File: src/rtl/reg_write_arbiter_pkg.sv
// Shared constants and types for the register-bank write-port arbiter.
// Pulled in by reg_write_arbiter and arb_starve_counter.
package reg_write_arbiter_pkg;

  localparam int REG_ID_W = 5;
  localparam logic [REG_ID_W-1:0] REG_ZERO_ID = 5'd0;
  localparam int WAIT_W = 4;
  localparam int CONFLICT_W = 16;

  typedef enum logic {
    ARB_S_RUN   = 1'b0,
    ARB_S_STALL = 1'b1
  } arb_state_t;

  // $zero is hardwired in the register bank, so writes to it must never be enabled.
  function automatic logic writes_reg(input logic [REG_ID_W-1:0] id);
    return id != REG_ZERO_ID;
  endfunction

endpackage

File: src/rtl/arb_starve_counter.sv
// Counts consecutive cycles the MDU is denied the write port and flags the
// denial that must turn into a one-cycle pipeline stall.
module arb_starve_counter
  import reg_write_arbiter_pkg::*;
#(
  parameter int MAX_WAIT = 4
) (
  input  logic clock,
  input  logic reset_n,
  input  logic deny,
  output logic stall_hit
);

  localparam logic [WAIT_W-1:0] LIMIT = WAIT_W'(MAX_WAIT - 1);

  logic [WAIT_W-1:0] wait_cnt;

  if (MAX_WAIT < 1 || MAX_WAIT > 15) begin : g_bad_max_wait
    $error("arb_starve_counter: MAX_WAIT must be in 1..15");
  end

  assign stall_hit = deny && (wait_cnt == LIMIT);

  // Any cycle without a denial breaks the streak; hitting the limit restarts it too.
  always_ff @(posedge clock) begin
    if (!reset_n) begin
      wait_cnt <= '0;
    end else if (deny && !stall_hit) begin
      wait_cnt <= wait_cnt + 1'b1;
    end else begin
      wait_cnt <= '0;
    end
  end

endmodule

File: src/rtl/reg_write_arbiter.sv
// Arbitrates the register bank write port between writeback (fixed priority)
// and the MDU (valid/ready). Optional stats counter under REG_ARB_STATS_EN.
//
//   state        | meaning
//   ARB_S_RUN    | normal operation, writeback wins, MDU takes idle slots
//   ARB_S_STALL  | pipeline frozen for one cycle so a starved MDU result retires
module reg_write_arbiter
  import reg_write_arbiter_pkg::*;
#(
  parameter int DATA_W   = 32,
  parameter int MAX_WAIT = 4
) (
  input  logic                  clock,
  input  logic                  reset_n,
  input  logic                  wb_write_en,
  input  logic [REG_ID_W-1:0]   wb_write_id,
  input  logic [DATA_W-1:0]     wb_write_value,
  input  logic                  mdu_req_valid,
  input  logic [REG_ID_W-1:0]   mdu_req_id,
  input  logic [DATA_W-1:0]     mdu_req_value,
  output logic                  mdu_req_ready,
  output logic                  pipe_stall,
  output logic                  reg_write_en,
  output logic [REG_ID_W-1:0]   reg_write_id,
  output logic [DATA_W-1:0]     reg_write_value,
  output logic [CONFLICT_W-1:0] conflict_count
);

  arb_state_t state, state_nxt;

  logic                in_stall;
  logic                deny;
  logic                stall_hit;
  logic                sel_en;
  logic [REG_ID_W-1:0] sel_id;
  logic [DATA_W-1:0]   sel_value;

  assign in_stall   = (state == ARB_S_STALL);
  assign pipe_stall = in_stall;

  arb_starve_counter #(
    .MAX_WAIT (MAX_WAIT)
  ) u_starve (
    .clock     (clock),
    .reset_n   (reset_n),
    .deny      (deny),
    .stall_hit (stall_hit)
  );

  always_ff @(posedge clock) begin
    if (!reset_n) begin
      state <= ARB_S_RUN;
    end else begin
      state <= state_nxt;
    end
  end

  // Writeback is ignored while stalled; the frozen pipeline replays it afterwards.
  always_comb begin
    mdu_req_ready = 1'b0;
    deny          = 1'b0;
    sel_en        = 1'b0;
    sel_id        = wb_write_id;
    sel_value     = wb_write_value;
    state_nxt     = ARB_S_RUN;

    if (in_stall) begin
      mdu_req_ready = mdu_req_valid;
    end else begin
      mdu_req_ready = mdu_req_valid && !wb_write_en;
      deny          = mdu_req_valid && wb_write_en;
      if (stall_hit) begin
        state_nxt = ARB_S_STALL;
      end
    end

    if (!in_stall && wb_write_en) begin
      sel_en = 1'b1;
    end else if (mdu_req_ready) begin
      sel_en    = 1'b1;
      sel_id    = mdu_req_id;
      sel_value = mdu_req_value;
    end
  end

  // A $zero write is treated as if nothing was granted: enable low, id/value hold.
  always_ff @(posedge clock) begin
    if (!reset_n) begin
      reg_write_en    <= 1'b0;
      reg_write_id    <= '0;
      reg_write_value <= '0;
    end else begin
      reg_write_en <= sel_en && writes_reg(sel_id);
      if (sel_en && writes_reg(sel_id)) begin
        reg_write_id    <= sel_id;
        reg_write_value <= sel_value;
      end
    end
  end

`ifdef REG_ARB_STATS_EN
  logic [CONFLICT_W-1:0] conflict_q;

  always_ff @(posedge clock) begin
    if (!reset_n) begin
      conflict_q <= '0;
    end else if (deny && (conflict_q != {CONFLICT_W{1'b1}})) begin
      conflict_q <= conflict_q + 1'b1;
    end
  end

  assign conflict_count = conflict_q;
`else
  assign conflict_count = '0;
`endif

endmodule

File: config.mk
export PLATFORM = sky130hd
export DESIGN_NAME = reg_write_arbiter
export DESIGN_NICKNAME = d
export VERILOG_FILES = /design/src/rtl/reg_write_arbiter_pkg.sv /design/src/rtl/arb_starve_counter.sv /design/src/rtl/reg_write_arbiter.sv
export SDC_FILE = /design/constraint.sdc
export NUM_CORES = 1
export LEC_CHECK = 0
export BUFFER_PORTS_ARGS = -buffer_cell sky130_fd_sc_hd__buf_2
export CORE_ASPECT_RATIO = 1.1
export CORE_MARGIN = 1
export CORE_UTILIZATION = 30
export DETAILED_ROUTE_END_ITERATION = 7
export GPL_TIMING_DRIVEN = 0
export MAX_ROUTING_LAYER = met4
export SETUP_SLACK_MARGIN = 0.2
export SYNTH_ARGS = -nofsm -noshare
export SYNTH_HDL_FRONTEND = slang
export SYNTH_SLANG_ARGS = --single-unit
export TNS_END_PERCENT = 20
File: constraint.sdc
create_clock -name clock -period 1.65 [get_ports clock]
set_input_delay 0.2475 -clock clock [delete_from_list [all_inputs] [get_ports clock]]
set_output_delay 0.2475 -clock clock [all_outputs]
set_load 0.02 [all_outputs]
After elaboration in Yosys (flattened, before gate mapping)

Cells that the tools add are included.
Widths: inputs -> output; s select.

Reduce and logical (&&, ||, !) cells: 12
Multiplexer cells: 9
Bitwise logic cells: 1
Add/subtract/negate cells: 1
Equality and inequality tests: 1

Operators with widths:

| cell                | number |
|---|---|
| $mux 32             | 2 |
| $mux 5              | 2 |
| $logic_and 1x1->1   | 6 |
| $mux 1              | 5 |
| $reduce_bool 5->1   | 1 |
| $add 4x1->4 const B | 1 |
| $eq 4x2->1 const B  | 1 |
| $logic_not 1->1     | 3 |
| $reduce_and 2->1    | 1 |
| $reduce_or 2->1     | 1 |
| $not 1->1           | 1 |

Bits of input ports: 78
Logic and storage cells: 29
Register bits: 43
Output and inout bits: 56

Depth between registers and ports, before layout

Gate-level depths: netlist of the first run.

Word-level depth: 7
Depth in mapped cells: 6
Gate-level depth less buffers: 5

Hierarchy

A second synthesis of the first run with hierarchy kept.

Cells, all modules: 272
Area, all modules: 2388.5 um2

Modules (own cells, without submodules):

| module             | instances | cells each | sequential area each (um2) | area each (um2) |
|---|---|---|---|---|
| reg_write_arbiter  | 1         | 256        | 780.7                      | 2214.6 |
| arb_starve_counter | 1         | 16         | 80.1                       | 173.9 |

Worst setup path before layout of the first run

Ideal clock, no wire load.

Path type: register -> register
Start: register state (netlist: pipe_stall)
End: register reg_write_id[3]
Path slack: 0.100 ns
Data arrival time: 1.419 ns
Library setup time: 0.131 ns
Buffers on the path: 1
Stages on the path, launching flop included: 7
Period minus slack after synthesis: 1.550 ns
Required time: 1.519 ns
Cell sequence: dfxtp_1 -> nand2b_1 -> buf_2 -> nand2_1 -> inv_1 -> mux2i_1 -> o22ai_1

Cells in the longest elaborated chain, start to end: 5
Elaborated cells between the ends (all ways): 9
Classes of those cells: mux: 5; reduce/logical: 4

RTL lines:

| item                   | line                        | text |
|---|---|---|
| start, declared        | reg_write_arbiter.sv:29     | `arb_state_t state, state_nxt;` |
| start signal, assigned | reg_write_arbiter.sv:54     | `state <= state_nxt;` |
| $mux 1 *               | reg_write_arbiter.sv:67     | `if (in_stall) begin` |
| net mdu_req_ready      | reg_write_arbiter.sv:21     | `output logic mdu_req_ready,` |
| $mux 5                 | reg_write_arbiter.sv:79     | `end else if (mdu_req_ready) begin` |
| $mux 5                 | reg_write_arbiter.sv:77     | `if (!in_stall && wb_write_en) begin` |
| $reduce_bool 5->1      | reg_write_arbiter_pkg.sv:17 | `return id != REG_ZERO_ID;` |
| $logic_and 1x1->1      | reg_write_arbiter.sv:94     | `if (sel_en && writes_reg(sel_id)) begin` |
| end signal, assigned   | reg_write_arbiter.sv:95     | `reg_write_id <= sel_id;` |
| end, declared          | reg_write_arbiter.sv:24     | `output logic [REG_ID_W-1:0] reg_write_id,` |

Mark *: on every way through the listed nets, which the timed path passes. The rest lies on a longest branch.
A chain may end at the register's enable or synchronous reset.

Final worst setup path of the first run

Start: register state (netlist: pipe_stall)
End: output port mdu_req_ready

Cells in the longest elaborated chain, start to end: 1

RTL lines:

| item          | line |
|---|---|
| $mux 1        | reg_write_arbiter.sv:67 |
| end, declared | reg_write_arbiter.sv:21 |

Every way passes these cells.

==> results of run 1 <==
==> power by group through the flow <==
stage | Sequential (mW) | Combinational [mW] | Clock, mW
2_1_floorplan | 1.26 | 0.343 | 0
3_5_place_dp | 1.18 | 0.677 | 0
6_report | 1.15 | 0.687 | 0.648
3_3_place_gp | 1.17 | 0.669 | 0
4_1_cts | 1.15 | 0.687 | 0.685
5_1_grt | 1.16 | 0.753 | 0.728
==> layout make-up <==
cell class                      count  share of cell area, %
Sequential cell                    43                   25.4
Inverter                            3                  0.332
Clock buffer                        7                   2.25
Multi-Input combinational cell    231                   42.2
Clock inverter                      1                  0.148
Timing Repair Buffer              118                   17.6
Buffer                             43                   8.08
Tap cell                          108                   3.98
==> routing by layer <==
layer | track usage [%] | share of wire, % | vias up
met3 | 2.80 | 5.8 | 6
met5 | - | 0 | -
met4 | 4.59 | 0.80 | 0
li1 | - | - | 1310
met2 | 29.9 | 48 | 88
met1 | 21.4 | 45 | 1189
==> state kept, by name, summed over array words and instances (netlist names) <==
register and count:
pipe_stall 1, reg_write_en 1, reg_write_id 5, reg_write_value 32, u_starve.wait_cnt 4
==> cell families after synthesis <==
kind of cell               share of synthesized area, %
and+or+nand+nor                                    18.4
AOI/OAI and AO/OA                                  20.1
other                                             0.151
xor gates and xnor gates                          0.353
adders and majority gates                         0.504
DFF                                                34.7
muxes                                              15.3
buffers and inverters                              10.4
==> per-stage QoR <==
| stage | hold WS, ns | worst slack [ns] | util (%) | cell area (sq um) |
|---|---|---|---|---|
| global placement | 0.440 | -0.112 | 40.9 | 3260 |
| detailed placement | 0.450 | -0.168 | 40.9 | 3260 |
| floorplan | 0.421 | 0.210 | - | 2540 |
| global route | 0.282 | 0.138 | 42.6 | 3390 |
| finish | 0.271 | 0.206 | 42.6 | 3390 |
| CTS | 0.249 | 0.166 | 42.3 | 3360 |
==> how the worst min path moves through the flow <==
| stage | from | to | slack [ns] |
|---|---|---|---|
| floorplan | wb_write_id[0] | reg_write_id[0]$_SDFFE_PN0P_ | 0.42 |
| global placement | reg_write_value[27]$_SDFFE_PN0P_ | reg_write_value[27]$_SDFFE_PN0P_ | 0.44 |
| detailed placement | reg_write_value[3]$_SDFFE_PN0P_ | reg_write_value[3]$_SDFFE_PN0P_ | 0.45 |
| finish | wb_write_id[2] | reg_write_id[2]$_SDFFE_PN0P_ | 0.27 |
| CTS | wb_write_id[2] | reg_write_id[2]$_SDFFE_PN0P_ | 0.25 |
| global route | wb_write_id[3] | reg_write_id[3]$_SDFFE_PN0P_ | 0.28 |
==> cell usage after synthesis, drive strengths merged <==
| master | n |
|---|---|
| nor2 | 11 |
| nor3b | 1 |
| nand2 | 38 |
| nor3 | 2 |
| nor2b | 1 |
| or4 | 4 |
| o21ai | 34 |
| inv | 3 |
| conb | 1 |
| dfxtp | 43 |
| o22ai | 4 |
| nand3b | 1 |
| a21oi | 10 |
| clkbuf | 19 |
| xor2 | 1 |
| buf | 24 |
| ha | 1 |
| mux2i | 38 |
| nand2b | 2 |
| nand3 | 34 |
| and2 | 1 |
| a21o | 32 |
==> tightest hold or removal path: stages <==
cell	delay, ns
buf_2	0.09
a21oi_1	0.06
a21oi_1	0.12
==> timing repair <==
action	CTS	global route
setup endpoints to repair	41	38
hold buffers	0	0
pin swaps	1	0
buffers inserted	1	0
resized for setup	11	10
cloned	0	1
==> results.cfg, run 1 <==
[place]
finalWeightedCongestion = 0.740
hpwlAfterDp_um = 5650
io_buffers = 116
place_inst = 544

[finish]
fin_cells = 554
diodes = 0
nets = 524
syn2layout_area_growth_pct = 36.8
layout_common_cells = buf_2 (120), dfxtp_1 (42), mux2i_1 (38), nand2_1 (37), nand3_1 (33)
fillers = 849
layout-drive-gt1-share_pct = 36.8
multi_input_area_sq_mm = 0.00143
regArea_sq_um = 862
final_common_cell = buf_2

[route]
vias = 2593
dr.pass1.iters = 4
wirelength_um = 7530
viasPerCell = 4.68
wl_per_cell_um = 13.6
drc_errors = 0
antenna_left = 0
drtIter0Drc = 50

[setup_path]
crit_start = pipe_stall$_SDFF_PP0_
r2r-start = pipe_stall$_SDFF_PP0_
endpoint = mdu_req_ready
cp.buffers_inverters = 3
cp.required_ns = 1.40
slowest_delay_ns = 0.33
reg2reg_slack_ns = 0.28
crit_family = flip-flops
critPathLaunchType = flop
path_class = reg -> out
worstSetupEndpointType = primary output
r2r-end = reg_write_value[30]$_SDFFE_PN0P_
path_cells = nand2b_4, buf_6, nand2_2, inv_2, buf_4
arrival_ns = 1.20
path_depth = 5
crit_path_top_delay_cell = dfxtp_2
crit_fanout = 5
rr_worst_depth = 6

[power]
power.density_mw_per_mm2 = 733
peakVddDrop_uv = 313
p_sw_share_pct = 31.5
comb_power_share_pct = 27.6
p_clk_share_pct = 26.0
seqPwrFrac_pct = 46.3
power.switching_uw = 783
leakagePower_nw = 1.71
p_int_mw = 1.70
finalPower_mw = 2.49

[logic_synthesis]
synth_seq_cells = 43
synthTopCellsByArea = dfxtp_1 (35%), mux2i_1 (15%), a21o_1 (9.7%)
synthesis.area_sq_mm = 0.00248
ys_types = 30
syn_inst = 305
postSynthAreaPerCell_sq_um = 8.13
yosys.area.top_type = dfxtp_1
netlist.area_leader.share_pct = 34.7
ys_seq_area_share_pct = 34.7
yosys_warnings = 0

[grt]
grt_pass1_vias = 2385
globalRouteOverflowTotal = 0
track_usage_pct = 17.6
antenna_found_initial = 0
grt_max_degree = 13
grt_first_pass_wirelength_um = 11500

[clock_tree]
cts-root-buf = clkbuf_8
clk_latency_ns = 0.29
cts_buffer_depth = 2
clock-sinks = 43
cts_made_buffers = 5
cts.clk_slew.worst_paths_ns = 0.08
htree_levels = 2
cts_tree = yes

[timing]
max_slew_margin_pct = 65.4
finalSetupViolations = 0
period_share_pct = 87.5
setup_tns_ns = 0
hold_viol = 0
rsz0062_at_grt = true
fin_crit_ns = 1.44
finalClockSkew_ns = 0.00319
maxSlewViolCount = 0
worst-slew-pin-transition_ns = 0.519
fmax_mhz = 692

[floorplanning]
io_pins = 134
fp.dieW_um = 88.7
die_h_um = 97.4
coreArea_sq_mm = 0.00796
initial_core_util_pct = 31.2
core.rowCount = 34
dieArea_sq_mm = 0.00863

[flow_run]
cap_violations = 0

[min_path]
holdPathStages = 3
hold_path_class = in -> reg

[run_status]
outcome = finished clean
Note: power is estimated with default switching activity, not from simulation.
==> run 2: changes to the inputs <==
--- a/config.mk
+++ b/config.mk
@@ -12,6 +12,7 @@
 export DETAILED_ROUTE_END_ITERATION = 7
 export GPL_TIMING_DRIVEN = 0
 export MAX_ROUTING_LAYER = met4
+export PLACE_DENSITY_LB_ADDON = 0.25
 export SETUP_SLACK_MARGIN = 0.2
 export SYNTH_ARGS = -nofsm -noshare
 export SYNTH_HDL_FRONTEND = slang
==> run 2 against run 1 <==
Net effect:
- die area did not move
- register-to-register slack improved by 0.03 ns
- design area rose by 0.26%
- sequential cell count did not move
- sequential share of layout area fell by 0.065 points
- wire length fell by 3.3%
- non-clock buffer count did not move
- critical path type unchanged
- critical endpoint unchanged
- largest power group unchanged
- highest routed layer unchanged
==> results.cfg, run 2 (same netlist as run 1, synthesis figures left out) <==
[run_status]
outcome = finished clean

[power]
leakagePower_nw = 1.72
finalPower_mw = 2.48
peakVddDrop_uv = 254
power.density_mw_per_mm2 = 729

[grt]
grt_max_degree = 13
use_met2_pct = 29.9
globalRouteOverflowTotal = 0
antenna_found_initial = 0
grtUsageMet1_pct = 20.1
grt_pass1_vias = 2358
track_usage_pct = 17.2
met3_usage_pct = 3.14
top_usage_layer = met2
grt_first_pass_wirelength_um = 11200

[timing]
finalSetupViolations = 0
setup_tns_ns = 0
fin_crit_ns = 1.40
hold_viol = 0
finalClockSkew_ns = 0.00628
fmax_mhz = 714
worst-slew-pin-transition_ns = 0.519
hold_slack_ns = 0.255
period_share_pct = 84.9
rsz0062_at_grt = true
maxSlewViolCount = 0
max_slew_margin_pct = 65.4
worst_slack_ns = 0.249

[floorplanning]
die_h_um = 97.4
fp.dieW_um = 88.7
initial_core_util_pct = 31.2
dieArea_sq_mm = 0.00863
io_pins = 134
core.rowCount = 34
coreArea_sq_mm = 0.00796

[finish]
reg_top3 = reg_write_value x32, reg_write_id x5, u_starve.wait_cnt x4
diodes = 0
layout_common_cells = buf_2 (119), dfxtp_1 (42), mux2i_1 (38), nand2_1 (37), nand3_1 (34)
multi_input_area_sq_mm = 0.00143
final_common_cell = buf_2
nets = 524
top_register = reg_write_value
fin_cells = 554
fillers = 850
utilization_pct = 42.7
syn2layout_area_growth_pct = 37.1
largest_reg_flops = 32
layout-drive-gt1-share_pct = 36.5
regArea_sq_um = 862
fin_area_sq_mm = 0.00340

[setup_path]
cp.required_ns = 1.40
critPathLaunchType = flop
path_class = reg -> out
crit_fanout = 5
worstSetupEndpointType = primary output
crit_start = pipe_stall$_SDFF_PP0_
arrival_ns = 1.15
r2r-start = pipe_stall$_SDFF_PP0_

[min_path]
min_from = wb_write_id[2]
hold_path_class = in -> reg

[route]
wirelength_um = 7290
vias = 2602
viasPerCell = 4.70
drc_errors = 0
wl_per_cell_um = 13.1
dr.pass1.iters = 4
antenna_left = 0
drtIter0Drc = 90

[clock_tree]
clock-sinks = 43
clk_latency_ns = 0.29
cts_tree = yes
cts-root-buf = clkbuf_8
cts_made_buffers = 5
htree_levels = 2
cts_buffer_depth = 2
cts.clk_slew.worst_paths_ns = 0.08
cts_hold_buf = 0

[place]
pre_cts_ws_ns = -0.215
finalWeightedCongestion = 0.761
io_buffers = 116
hpwlAfterDp_um = 5400
place_inst = 544
dpl_cell_area_sq_mm = 0.00326

[flow_run]
cap_violations = 0
[run 2: cell type report]
| type | count | area share (%) |
|---|---|---|
| multi-input combinational | 231 | 42.1 |
| sequential | 43 | 25.3 |
| timing repair buffer | 118 | 17.6 |
| buffer | 43 | 8.20 |
| tap | 108 | 3.97 |
| clock buffer | 7 | 2.24 |
| inverter | 3 | 0.331 |
| clock inverter | 1 | 0.147 |
[run 2: path summary, 6_finish.rpt]
check	end	slack (ns)	depth (start not counted)
worst max-delay path	mdu_req_ready	0.25	5
worst min-delay path	reg_write_id[2]$_SDFFE_PN0P_	0.25	3
worst min register to register	reg_write_value[14]$_SDFFE_PN0P_	0.46	2
worst max register to register	reg_write_value[19]$_SDFFE_PN0P_	0.31	6
[run 2: layer usage]
layer  part of all wire, %  vias up
met4                   1.2        0
li1                      -     1308
met1                    44     1183
met3                   6.1        8
met5                     0        -
met2                    48      103
[run 2: worst max-delay path: stages, from the launching register on]
cell      delay [ns]
dfxtp_2         0.34
nand2b_4        0.13
buf_6           0.13
nand2_4         0.06
inv_2           0.09
buf_6           0.12
[run 2: report_power, final]
group          internal (mW)  switching [mW]
logic                  0.296           0.391
clock network          0.297           0.346
registers               1.11          0.0391
total                   1.70           0.776
[run 2: what timing repair did]
action                     4_1_cts  5_1_grt
gates resized for setup         11       16
buffers inserted                 1        0
cloned                           0        1
setup endpoints to repair       41       36
pin swaps                        1        0
==> run 3: changes to the inputs <==
==> constraint.sdc (replaced) <==
create_clock -name clock -period 1.1 [get_ports clock]
set_input_delay 0.165 -clock clock [delete_from_list [all_inputs] [get_ports clock]]
set_output_delay 0.165 -clock clock [all_outputs]
set_load 0.02 [all_outputs]
==> run 3 against run 2 <==
Net effect:
- the run now ends with setup timing left
- sequential share of layout area is 1.7 points lower
- sequential cell count is the same
- wire length shrank 0.95%
- hold slack worse by 0.084 ns
- non-clock buffer count increased by 4
- clock skew fell by 0.0028 ns
- power grew 60%
- via count is the same
- utilization up 3.3 points
- design area is 7.7% higher
==> results.cfg, run 3 (same netlist as run 1, synthesis figures left out) <==
[setup_path]
worstSetupEndpointType = flop
path_depth = 7
arrival_ns = 1.57
slowest_delay_ns = 0.35
cp.buffers_inverters = 3
r2r-end = reg_write_value[12]$_SDFFE_PN0P_
critPathLaunchType = flop
crit_start = pipe_stall$_SDFF_PP0_
crit_fanout = 7
endpoint = reg_write_value[12]$_SDFFE_PN0P_
crit_family = buffers and inverters
path_class = reg -> reg
path_common_cell = buf_8
cp.required_ns = 1.32
path_cells = nand2b_4, buf_8, nand2_4, o22ai_4, buf_6, buf_8, mux2i_2
r2r-start = pipe_stall$_SDFF_PP0_
crit_path_top_delay_cell = dfxtp_4
rr_worst_depth = 7
reg2reg_slack_ns = -0.25

[place]
dpl_cell_area_sq_mm = 0.00328
hpwlAfterDp_um = 5350
pre_cts_ws_ns = -0.661
io_buffers = 116
finalWeightedCongestion = 0.766

[route]
vias = 2602
wl_per_cell_um = 12.9
drtIter0Drc = 61
antenna_left = 0
viasPerCell = 4.66
dr.pass1.iters = 4
drc_errors = 0
wirelength_um = 7220

[timing]
finalClockSkew_ns = 0.00349
worst_slack_ns = -0.254
finalSetupViolations = 43
fin_crit_ns = 1.35
maxSlewViolCount = 0
hold_slack_ns = 0.171
rsz0062_at_grt = true
period_share_pct = 123
fmax_mhz = 739
max_slew_margin_pct = 60.9
hold_viol = 0
worst-slew-pin-transition_ns = 0.586

[finish]
final_common_cell = buf_2
diodes = 0
largest_reg_flops = 32
fillers = 821
layout_common_cells = buf_2 (80), buf_4 (56), dfxtp_1 (42), nand2_1 (37), mux2i_1 (36)
syn2layout_area_growth_pct = 47.6
nets = 528
top_register = reg_write_value
reg_top3 = reg_write_value x32, reg_write_id x5, u_starve.wait_cnt x4
layout-drive-gt1-share_pct = 38.4
fin_area_sq_mm = 0.00366

[floorplanning]
die_h_um = 97.4
fp.dieW_um = 88.7
initial_core_util_pct = 31.2
io_pins = 134
dieArea_sq_mm = 0.00863
coreArea_sq_mm = 0.00796
core.rowCount = 34

[clock_tree]
cts_made_buffers = 5
cts_buffer_depth = 2
clk_latency_ns = 0.29
cts-root-buf = clkbuf_8
cts.clk_slew.worst_paths_ns = 0.08
clock-sinks = 43
cts_tree = yes
htree_levels = 2

[grt]
track_usage_pct = 17.2
globalRouteOverflowTotal = 0
antenna_found_initial = 0
grt_first_pass_wirelength_um = 11100
grt_pass1_vias = 2341
grt_max_degree = 13

[run_status]
outcome = finished with violations
violations = setup timing

[power]
power.density_mw_per_mm2 = 1080
peakVddDrop_uv = 474
leakagePower_nw = 1.79

[flow_run]
cap_violations = 0

[min_path]
min_from = wb_write_id[2]
hold_path_class = in -> reg
[run 3: changes by cell type in the layout (fill, tap and decap cells not counted), sizes merged]
cell	previous run	this run
buf	144	146
clkinv	1	0
clkbuf	24	27
[run 3: how the worst min path moves through the flow]
stage | depth (start not counted) | slack (ns) | to
after floorplan | 2 | 0.34 | reg_write_id[0]$_SDFFE_PN0P_
after global placement | 1 | 0.44 | u_starve.wait_cnt[0]$_SDFF_PN0_
after detailed placement | 2 | 0.45 | reg_write_value[5]$_SDFFE_PN0P_
after CTS | 3 | 0.16 | reg_write_id[2]$_SDFFE_PN0P_
after global routing | 3 | 0.20 | reg_write_id[2]$_SDFFE_PN0P_
final | 3 | 0.17 | reg_write_id[2]$_SDFFE_PN0P_
[run 3: final cells by class]
type / instances / area (sq um) / area share [%]
Buffer: 43 / 334 / 9.13
Multi-Input combinational cell: 231 / 1460 / 39.9
Inverter: 3 / 11.3 / 0.308
Clock buffer: 8 / 100 / 2.73
Timing Repair Buffer: 122 / 756 / 20.6
Tap cell: 108 / 135 / 3.69
Sequential cell: 43 / 865 / 23.6
[run 3: power breakdown]
part           internal (mW)  switching [mW]
combinational          0.556           0.596
sequential              1.67          0.0677
clock                  0.573           0.509
total                   2.79            1.17
[run 3: timing repair]
action | 4_1_cts | 5_1_grt
endpoints found under the setup margin | 83 | 83
setup buffers | 1 | 4
hold buffers | 0 | 0
gates cloned | 0 | 1
pin swaps | 4 | 1
gates resized for setup | 59 | 15
[run 3: tightest hold or removal path, cell delays in order]
cell	delay (ns)
buf_2	0.10
a21oi_1	0.06
a21oi_1	0.11
[run 3: routing by layer]
metal  vias to the layer above  part of all wire (%)  global-route usage (%)
met3                         7                   6.0                    3.14
li1                       1315                     -                       -
met2                        91                    48                    29.3
met4                         0                   1.4                    5.33
met5                         -                     0                       -
met1                      1189                    45                    20.0
[run 3: through the flow]
| stage | cells | total power [mW] | utilization, % | setup TNS [ns] |
|---|---|---|---|---|
| global placement | 544 | 2.76 | 41.2 | -21.46 |
| CTS | 553 | 3.98 | 44.7 | -10.03 |
| detailed placement | 544 | 2.78 | 41.2 | -23.41 |
| global route | 558 | 4.20 | 46.0 | -12.11 |
| floorplan | 320 | 2.41 | - | -9.46 |
| finish | 558 | 3.97 | 46.0 | -8.90 |
